$ cat config.mk
export PLATFORM = sky130hd
export DESIGN_NAME = decimal_to_binary32
export DESIGN_NICKNAME = d
export VERILOG_FILES = /design/src/rtl/decimal_to_binary32.sv
export SDC_FILE = /design/constraint.sdc
export NUM_CORES = 1
export LEC_CHECK = 0
export CAP_MARGIN = 10
export CORE_ASPECT_RATIO = 0.5
export CORE_MARGIN = 2
export CORE_UTILIZATION = 35
export CTS_BUF_LIST = sky130_fd_sc_hd__clkbuf_8
export DETAILED_ROUTE_END_ITERATION = 6
export DONT_BUFFER_PORTS = 1
export GPL_TIMING_DRIVEN = 0
export PLACE_DENSITY = 0.5
export REMOVE_ABC_BUFFERS = 1
export SYNTH_ARGS = -nofsm -noshare
export SYNTH_HDL_FRONTEND = slang
export SYNTH_SLANG_ARGS = --single-unit
$ cat constraint.sdc
create_clock -name clk -period 1.2 [get_ports clk]
set_input_delay 0.12 -clock clk [delete_from_list [all_inputs] [get_ports clk]]
set_output_delay 0.12 -clock clk [all_outputs]
set_load 0.02 [all_outputs]
$ cat src/rtl/decimal_to_binary32.sv
// decimal_to_binary32
//   Sequential BCD-to-binary converter (reverse double dabble, one bit per clock).
//   Ten packed BCD digits in, 32-bit unsigned binary out, saturating on overflow.
//
// Ports:
//   clk          rising-edge clock
//   reset        asynchronous, active-low reset
//   start        request a conversion (sampled only while idle)
//   bcd_in[39:0] ten BCD digits, [39:36] = billions ... [3:0] = ones
//   busy         high while a conversion is in progress
//   done         one-cycle pulse when results update
//   binary_out   converted value, held between conversions
//   overflow     value exceeded 32 bits; binary_out saturated to all ones
//   digit_error  at least one captured digit was > 9
module decimal_to_binary32 (
    input  logic        clk,
    input  logic        reset,
    input  logic        start,
    input  logic [39:0] bcd_in,
    output logic        busy,
    output logic        done,
    output logic [31:0] binary_out,
    output logic        overflow,
    output logic        digit_error
);

    typedef enum logic [1:0] {IDLE, CONV, FINISH} state_t;

    state_t      state_q, state_d;
    logic [39:0] bcd_q, bcd_d;
    logic [33:0] acc_q, acc_d;
    logic [5:0]  cnt_q, cnt_d;
    logic        err_q, err_d;
    logic        busy_d, done_d, ovf_d, derr_d;
    logic [31:0] bin_d;

    logic        in_bad;
    logic [73:0] shifted;
    logic [39:0] bcd_adj;

    // Any incoming nibble above 9 selects the error path at capture.
    always_comb begin
        in_bad = 1'b0;
        for (int unsigned i = 0; i < 10; i++) begin
            if (bcd_in[4*i +: 4] > 4'd9) in_bad = 1'b1;
        end
    end

    // One reverse-dabble step: shift right, then correct nibbles that are >= 8
    // (top bit set) by subtracting 3.
    always_comb begin
        shifted = {bcd_q, acc_q} >> 1;
        bcd_adj = shifted[73:34];
        for (int unsigned i = 0; i < 10; i++) begin
            if (shifted[34 + 4*i + 3]) bcd_adj[4*i +: 4] = shifted[34 + 4*i +: 4] - 4'd3;
        end
    end

    always_comb begin
        state_d = state_q;
        bcd_d   = bcd_q;
        acc_d   = acc_q;
        cnt_d   = cnt_q;
        err_d   = err_q;
        busy_d  = busy;
        done_d  = 1'b0;
        bin_d   = binary_out;
        ovf_d   = overflow;
        derr_d  = digit_error;
        case (state_q)
            IDLE: begin
                if (start) begin
                    bcd_d   = bcd_in;
                    acc_d   = '0;
                    cnt_d   = '0;
                    err_d   = in_bad;
                    busy_d  = 1'b1;
                    state_d = in_bad ? FINISH : CONV;
                end
            end
            CONV: begin
                bcd_d = bcd_adj;
                acc_d = shifted[33:0];
                cnt_d = cnt_q + 6'd1;
                if (cnt_q == 6'd33) state_d = FINISH;
            end
            FINISH: begin
                done_d  = 1'b1;
                busy_d  = 1'b0;
                state_d = IDLE;
                if (err_q) begin
                    bin_d  = '0;
                    ovf_d  = 1'b0;
                    derr_d = 1'b1;
                end else if (acc_q[33:32] != 2'b00) begin
                    bin_d  = '1;
                    ovf_d  = 1'b1;
                    derr_d = 1'b0;
                end else begin
                    bin_d  = acc_q[31:0];
                    ovf_d  = 1'b0;
                    derr_d = 1'b0;
                end
            end
            default: state_d = IDLE;
        endcase
    end

    always_ff @(posedge clk or negedge reset) begin
        if (!reset) begin
            state_q     <= IDLE;
            bcd_q       <= '0;
            acc_q       <= '0;
            cnt_q       <= '0;
            err_q       <= 1'b0;
            busy        <= 1'b0;
            done        <= 1'b0;
            binary_out  <= '0;
            overflow    <= 1'b0;
            digit_error <= 1'b0;
        end else begin
            state_q     <= state_d;
            bcd_q       <= bcd_d;
            acc_q       <= acc_d;
            cnt_q       <= cnt_d;
            err_q       <= err_d;
            busy        <= busy_d;
            done        <= done_d;
            binary_out  <= bin_d;
            overflow    <= ovf_d;
            digit_error <= derr_d;
        end
    end

endmodule
# Yosys cells after proc, flatten, opt, wreduce, memory -nomap -nowiden
# Cells that the tools add are included.
# totals
ff_bits	119
latchBits	0
ram_bits	0
mem_bits_ro	0
elab_cells	80
n_memories	0
# classes
n_addsub	10
n_mul	0
n_div	0
order_cmp	10
n_eq_ne	5
shift	0
n_mux	37
bitwise_logic	0
reduce_logical	8
# ops
operator	count
40-bit one-hot mux with 2 select lines	1
34-bit one-hot mux with 2 select lines	1
32-bit 2-to-1 mux	2
4-bit > comparator (second input constant)	10
40-bit 2-to-1 mux	1
4-bit 2-to-1 mux	9
4-bit by 2-bit subtractor with 4-bit output (second input constant)	9
34-bit 2-to-1 mux	1
1-bit 2-to-1 mux	15
6-bit one-hot mux with 2 select lines	1
2-bit AND reduction	4
6-bit by 1-bit adder with 6-bit output (second input constant)	1
6-bit == test (second input constant)	1
2-bit 2-to-1 mux	3
6-bit 2-to-1 mux	1
2-bit nonzero test	3
2-bit != test (second input constant)	2
2-bit one-hot mux with 2 select lines	1
2-bit by 1-bit == test with 1-bit output (second input constant)	1
2-bit == test (second input constant)	1
2-bit logical NOT	1
1-bit one-hot mux with 2 select lines	1

# Longest topological paths before layout
# Gate-level depths: netlist (run 1).
# depth
word_depth	14
mapped_depth	7

# Worst setup path after synthesis (run 1)
# OpenSTA, ideal clock, no wires.
# synth_path
path_type	register to register
startpoint	register state_q[0]
endpoint	register state_q[0]
setup_time_ns	0.078
t_arrival_ns	1.177
required_ns	1.122
path_slack_ns	-0.055
path_stages_with_launch	6
n_path_buf	1
synth_period_minus_slack_ns	1.255
cell_sequence	dfrtp_1 > and2b_1 > buf_6 > nand2_4 > nor4_4 > o21bai_1
# synth_via
elab_chain_cells	3
word_cells_on_any_way	6
classes_between	3 x eq/ne; 1 x mux; 2 x reduce/logical
# synth_rtl
element	line_no	rtl
start: declaration	29	state_t state_q, state_d;
start signal: assignment	122	state_q <= state_d;
2-bit by 1-bit == test with 1-bit output / 2-bit logical NOT (equally long branches)	70	case (state_q)
2-bit != test (no source line)	n/a	
2-bit AND reduction (no source line)	n/a	
# Parallel ways exist; a longest one is shown, timed or not.
# A chain may end at the register's enable or synchronous reset.

# Final worst setup path (run 1)
# layout_path
startpoint	register state_q[0]
endpoint	register bcd_q[15]
# layout_via
elab_chain_cells	3
word_cells_on_any_way	6
classes_between	2 x eq/ne; 1 x mux; 3 x reduce/logical
# layout_rtl
element	line_no	rtl
2-bit by 1-bit == test with 1-bit output / 2-bit logical NOT (equally long branches)	70	
2-bit nonzero test (no source line) / 2-bit != test (equally long branches)	n/a	
2-bit AND reduction (no source line)	n/a	
end signal: assignment	112	bcd_q <= '0;
end signal: assignment	123	bcd_q <= bcd_d;
end: declaration	30	logic [39:0] bcd_q, bcd_d;
# Parallel ways exist; a longest one is shown, timed or not.

==> out/qor.yml, run 1 <==
route:
  drtAntennaViolNets: 0
  via_per_inst: 5.43
  drcViolationCount: 0
  wl_um: 18000
  vias: 4655
  firstDrtPassIters: 5
  wl_per_cell_um: 21.0
  drt_iter0_markers: 300
power_and_ir_drop:
  peakVddDrop_uv: 627
  power.density_nw_per_um2: 1300
  p_leak_nw: 3.44
final_layout:
  drive_gt1_share_pct: 32.8
  nets: 694
  antenna_cells: 0
  area_growth_syn_to_layout_pct: 46.7
floorplanning:
  coreArea_um2: 15300
  die-area_um2: 16700
  die_x_um: 181
  initial_utilization_pct: 35.7
  die_h_um: 92.4
  ioPinCount: 79
  num_rows: 32
logic_synthesis:
  synth.distinct_cells: 37
  synth_area_um2: 5470
  synth_simple_gate_area_share_pct: 13.1
  synth_largest_area_cell: "dfrtp_1"
  synth_top_flop_cell: "dfrtp_1"
  seq_area_frac_synth_pct: 54.4
  synth_mux_area_share_pct: 1.65
  synth-seq-cells: 119
  ys.warnings.count: 0
  synthXorXnorAreaFrac_pct: 2.88
  synth_top_family_by_area: "compound AO/OA/AOI/OAI gates"
  synth_top_area_share_pct: 54.4
  synth_edf_count: 0
  yosysMostFrequentCell: "dfrtp_1"
  avgSynthCellArea_um2: 10.0
  synth_common_cells: "dfrtp_1, nand2_1, nor2_1"
  syn_inst: 547
  synthArstFlopShare_pct: 100
  synthTopCellsByArea: "dfrtp_1, nand2_1, a22o_1"
  synth_fa_ha_area_share_pct: 2.52
  synth_compound_area_share_pct: 21.0
sta:
  finalSetupViolations: 118
  setup_ws_ns: -0.349
  slew_viol_final: 0
  max-slew-margin-rel_pct: 55.3
  min_period_ns: 1.55
  skew_ns: 0.0115
  rsz0062_at_grt: "yes"
  tightest_slew_ns: 0.670
  hold_violations: 119
  holdWs_ns: -0.637
  fmax_mhz: 646
  finalCritPeriodShare_pct: 129
worst_setup_path:
  start_kind: "register"
  end_kind: "register"
  critPathSlowestCell: "dfrtp_4"
  slowest_delay_ns: 0.53
  worstReg2RegEnd: "bcd_q[15]"
  r2r_setup_slack_ns: -0.35
  crit_fanout: 8
  cp.required_ns: 1.52
  endpoint: "bcd_q[15]"
  arrival_ns: 1.87
  r2r_cells: 7
  crit_top_cell: "nor2_1"
  crit_path_start: "state_q[0]"
  r2r_start: "state_q[0]"
  path_cells: "buf_6, o21bai_4, clkbuf_16, buf_8, a21oi_2, nor2_1, nor2_1"
  critPathKind: "reg2reg"
global_route:
  overflow: 0
  grt_max_degree: 120
  grt_use_total_pct: 20.5
  grt_pass1_vias: 4552
  antenna_found_initial: 0
  grt_pass1_wl_um: 26300
status:
  violations: "hold timing, setup timing"
  status: "finished, violations left"
placed_design:
  hpwl_um: 7620
  post-place-ws_ns: -1.28
  routabilityCongestion: 0.757
  io_buffers: 0
clock_tree:
  clkTransAtPathRegs_ns: 0.09
  cts_tree: "done"
  cts_hold_buf: 39
  clk_latency_ns: 0.44
  cts_buffer_depth: 2
  clock-sinks: 119
  cts-root-buf: "clkbuf_8"
  h-tree-depth: 4
  cts_buffers: 17
hold_path:
  worst_hold_path_type: "in2async"
job:
  drv_cap: 0
[metal layers]
layer | part of all wire, % | track usage (%) | vias to the layer above | routed length [um]
li1 | - | - | 2139 | -
met2 | 48 | 33.4 | 144 | 8580
met5 | 0 | 0 | - | 0
met4 | 1.7 | 5.98 | 0 | 310
met3 | 6.5 | 4.52 | 20 | 1160
met1 | 44 | 27.6 | 2352 | 7910
[worst min-delay path by stage]
stage / from / end / slack [ns] / cells past startpoint
after floorplan: reset / acc_q[0] / -0.18 / 0
after CTS: reset / bcd_q[17] / -0.65 / 0
final: reset / bcd_q[17] / -0.64 / 0
after detailed placement: reset / bcd_q[17] / -0.17 / 0
after global routing: reset / bcd_q[17] / -0.66 / 0
after global placement: reset / bcd_q[17] / -0.17 / 0
[layout by cell type, fill, tap and decap left out, drive strengths merged]
master	count
o211ai	1
dfrtp	119
a221oi	1
o31ai	33
mux2i	9
dlygate4sd3	39
clkbuf	25
o22a	2
nor2b	1
nand2	81
inv	11
o21ai	46
a21oi	24
clkinv	5
nand3	2
bufinv	4
and3	1
nor4	2
xnor2	10
nor2	61
a22oi	15
o21bai	2
nand4	4
a22o	33
ha	11
and2b	1
buf	61
nand2b	20
xor2	8
clkinvlp	3
or2	1
nor3	1
o22ai	16
[cell families after synthesis]
group | Yosys count
compound gates | 173
simple gates | 167
flops | 119
buf+inv | 50
xor+xnor | 18
fa+ha+maj | 11
mux | 9
[flip-flops by register name, indices dropped and copies added (netlist names)]
name and count:
bcd_q 40, binary_out 32, done 1, cnt_q 6, state_q 2, err_q 1, busy 1, overflow 1
acc_q 34, digit_error 1
[metrics by stage]
step / utilization (%) / std cells / total power, mW / cell area [um2] / TNS, ns
after floorplan: - / 505 / 5.25 / 5260 / -239.21
after global placement: 35.9 / 709 / 5.47 / 5510 / -443.37
after detailed placement: 36.7 / 713 / 5.52 / 5620 / -121.82
after CTS: 48.2 / 839 / 10.1 / 7390 / -21.29
after global routing: 52.3 / 857 / 10.8 / 8030 / -32.31
final: 52.3 / 857 / 10.4 / 8030 / -27.14
[cell type report]
cell class | count | area, um2
fillers | 1321 | 7310
repair buffers | 108 | 1390
well taps | 204 | 255
inverters | 8 | 42.5
clock inverters | 15 | 204
clock buffers | 17 | 234
multi-input cells | 386 | 2910
flip-flops and latches | 119 | 2990
[worst max-delay path, delay by kind of cell, from the launching register on]
kind | cells | cell delay (ns)
AOI/OAI and AO/OA | 2 | 0.23
buffers and inverters | 3 | 0.51
and+or+nand+nor | 2 | 0.17
DFF | 1 | 0.53
[power breakdown]
group | switching, mW | total, mW | internal [mW]
clock network | 1.85 | 4.13 | 2.28
registers | 0.309 | 4.54 | 4.23
logic | 0.829 | 1.73 | 0.904
[what timing repair did]
action,CTS,global route
gates cloned,13,12
pin swaps,40,35
endpoints found under the setup margin,119,119
endpoints found under the hold margin,157,119
buffers inserted,42,11
resized for setup,89,87
Power figures use the tool's default switching activity.
==> inputs of run 2 (changes only) <==
ABC_AREA = 0   (was not set)
CELL_PAD_IN_SITES_DETAIL_PLACEMENT = 1   (was not set)
CELL_PAD_IN_SITES_GLOBAL_PLACEMENT = 2   (was not set)
GPL_ROUTABILITY_DRIVEN = 0   (was not set)
PLACE_DENSITY = 0.72   (was 0.5)
==> out/qor.yml, run 2 (synthesis gave the netlist of run 1 again) <==
status:
  status: "finished, violations left"
  violations: "hold timing, setup timing"
placed_design:
  place_inst: 713
  io_buffers: 0
  post-place-ws_ns: -1.53
  placedInstanceArea_um2: 5630
  hpwl_um: 8290
worst_setup_path:
  crit_path_start: "state_q[0]"
  cp.required_ns: 1.52
  slowest_delay_ns: 0.54
  crit_fanout: 7
  r2r_start: "state_q[0]"
  crit_buf_inv: 3
  arrival_ns: 1.85
  path_cells: "buf_6, o21bai_4, buf_12, buf_12, a21oi_2, nor2_1, nor2_1"
  cp_top_family: "flip-flops"
  start_kind: "register"
  critPathSlowestCell: "dfrtp_4"
  critPathKind: "reg2reg"
  end_kind: "register"
clock_tree:
  h-tree-depth: 4
  clkTransAtPathRegs_ns: 0.08
  cts_tree: "done"
  cts_buffers: 17
  clk_latency_ns: 0.45
  cts_hold_buf: 40
  cts-root-buf: "clkbuf_8"
  cts_buffer_depth: 2
  clock-sinks: 119
final_layout:
  top_regs: "bcd_q: 40 flops, acc_q: 34 flops, binary_out: 32 flops"
  nets: 693
  antenna_cells: 0
  drive_gt1_share_pct: 32.0
  instances_no_fill: 853
  post-route-util_pct: 51.9
  top_register: "bcd_q"
  nFillCells: 1589
  design_area_um2: 7960
  area_growth_syn_to_layout_pct: 45.6
  largest_reg_flops: 40
  final_common_cell: "dfrtp_1"
  final_cell_mix: "dfrtp_1, nand2_1, nor2_1"
sta:
  finalSetupViolations: 119
  finalCritPeriodShare_pct: 128
  rsz0062_at_grt: "yes"
  holdWs_ns: -0.641
  slew_viol_final: 0
  skew_ns: 0.0129
  hold_violations: 119
  setup_ws_ns: -0.331
  fmax_mhz: 653
  min_period_ns: 1.53
  fin_setup_tns_ns: -30.63
  tightest_slew_ns: 0.649
  max-slew-margin-rel_pct: 56.7
floorplanning:
  die_x_um: 181
  initial_utilization_pct: 35.7
  ioPinCount: 79
  num_rows: 32
  die_h_um: 92.4
  die-area_um2: 16700
  coreArea_um2: 15300
power_and_ir_drop:
  power.density_nw_per_um2: 1310
  peakVddDrop_uv: 612
  power_mw: 10.5
  p_leak_nw: 3.45
route:
  drt_iter0_markers: 316
  wl_per_cell_um: 23.4
  vias: 4773
  firstDrtPassIters: 5
  wl_um: 20000
  drtAntennaViolNets: 0
  drcViolationCount: 0
  via_per_inst: 5.60
global_route:
  grt_pass1_wl_um: 28700
  grt_pass1_vias: 4939
  grt_max_degree: 120
  grt_use_total_pct: 22.4
  antenna_found_initial: 0
  overflow: 0
hold_path:
  worst_hold_path_type: "in2async"
job:
  drv_cap: 0
-- run 2: what timing repair did --
item,in CTS,in global routing
resized for setup,58,107
setup buffers,34,18
pin swaps,14,36
endpoints found under the hold margin,158,119
gates cloned,13,8
endpoints found under the setup margin,119,119
-- run 2: path summary, 6_finish.rpt --
kind | endpoint | slack (ns) | depth (start not counted)
max | bcd_q[7] | -0.33 | 7
min | bcd_q[35] | -0.64 | 0
max reg2reg | bcd_q[7] | -0.33 | 7
min reg2reg | bcd_q[39] | 0.49 | 2
max in group asynchronous | bcd_q[6] | 1.60 | 0
min in group clk | bcd_q[0] | 0.03 | 3
-- run 2: power by group --
part           total [mW]  switching [mW]  leakage (nW)  internal (mW)
Sequential           4.58           0.345          1.56           4.24
Combinational        1.89           0.913          1.67          0.973
Clock                3.99            1.75         0.213           2.24
Total                10.5            3.01          3.45           7.45
-- run 2: area by class of cell --
| cell class | count | area, um2 | area share (%) |
|---|---|---|---|
| Clock inverter | 8 | 123 | 1.54 |
| Multi-Input combinational cell | 386 | 2890 | 36.3 |
| Inverter | 8 | 47.5 | 0.597 |
| Sequential cell | 119 | 2990 | 37.6 |
| Tap cell | 204 | 255 | 3.21 |
| Clock buffer | 21 | 289 | 3.63 |
| Timing Repair Buffer | 107 | 1360 | 17.1 |
-- run 2: per-layer routing --
metal / wire [um] / share of wire, % / track usage, % / up-vias
li1: - / - / - / 2130
met1: 9030 / 45 / 29.8 / 2488
met2: 9630 / 48 / 36.5 / 116
met3: 902 / 4.5 / 5.19 / 39
met4: 442 / 2.2 / 7.46 / 0
met5: 0 / 0 / 0 / -
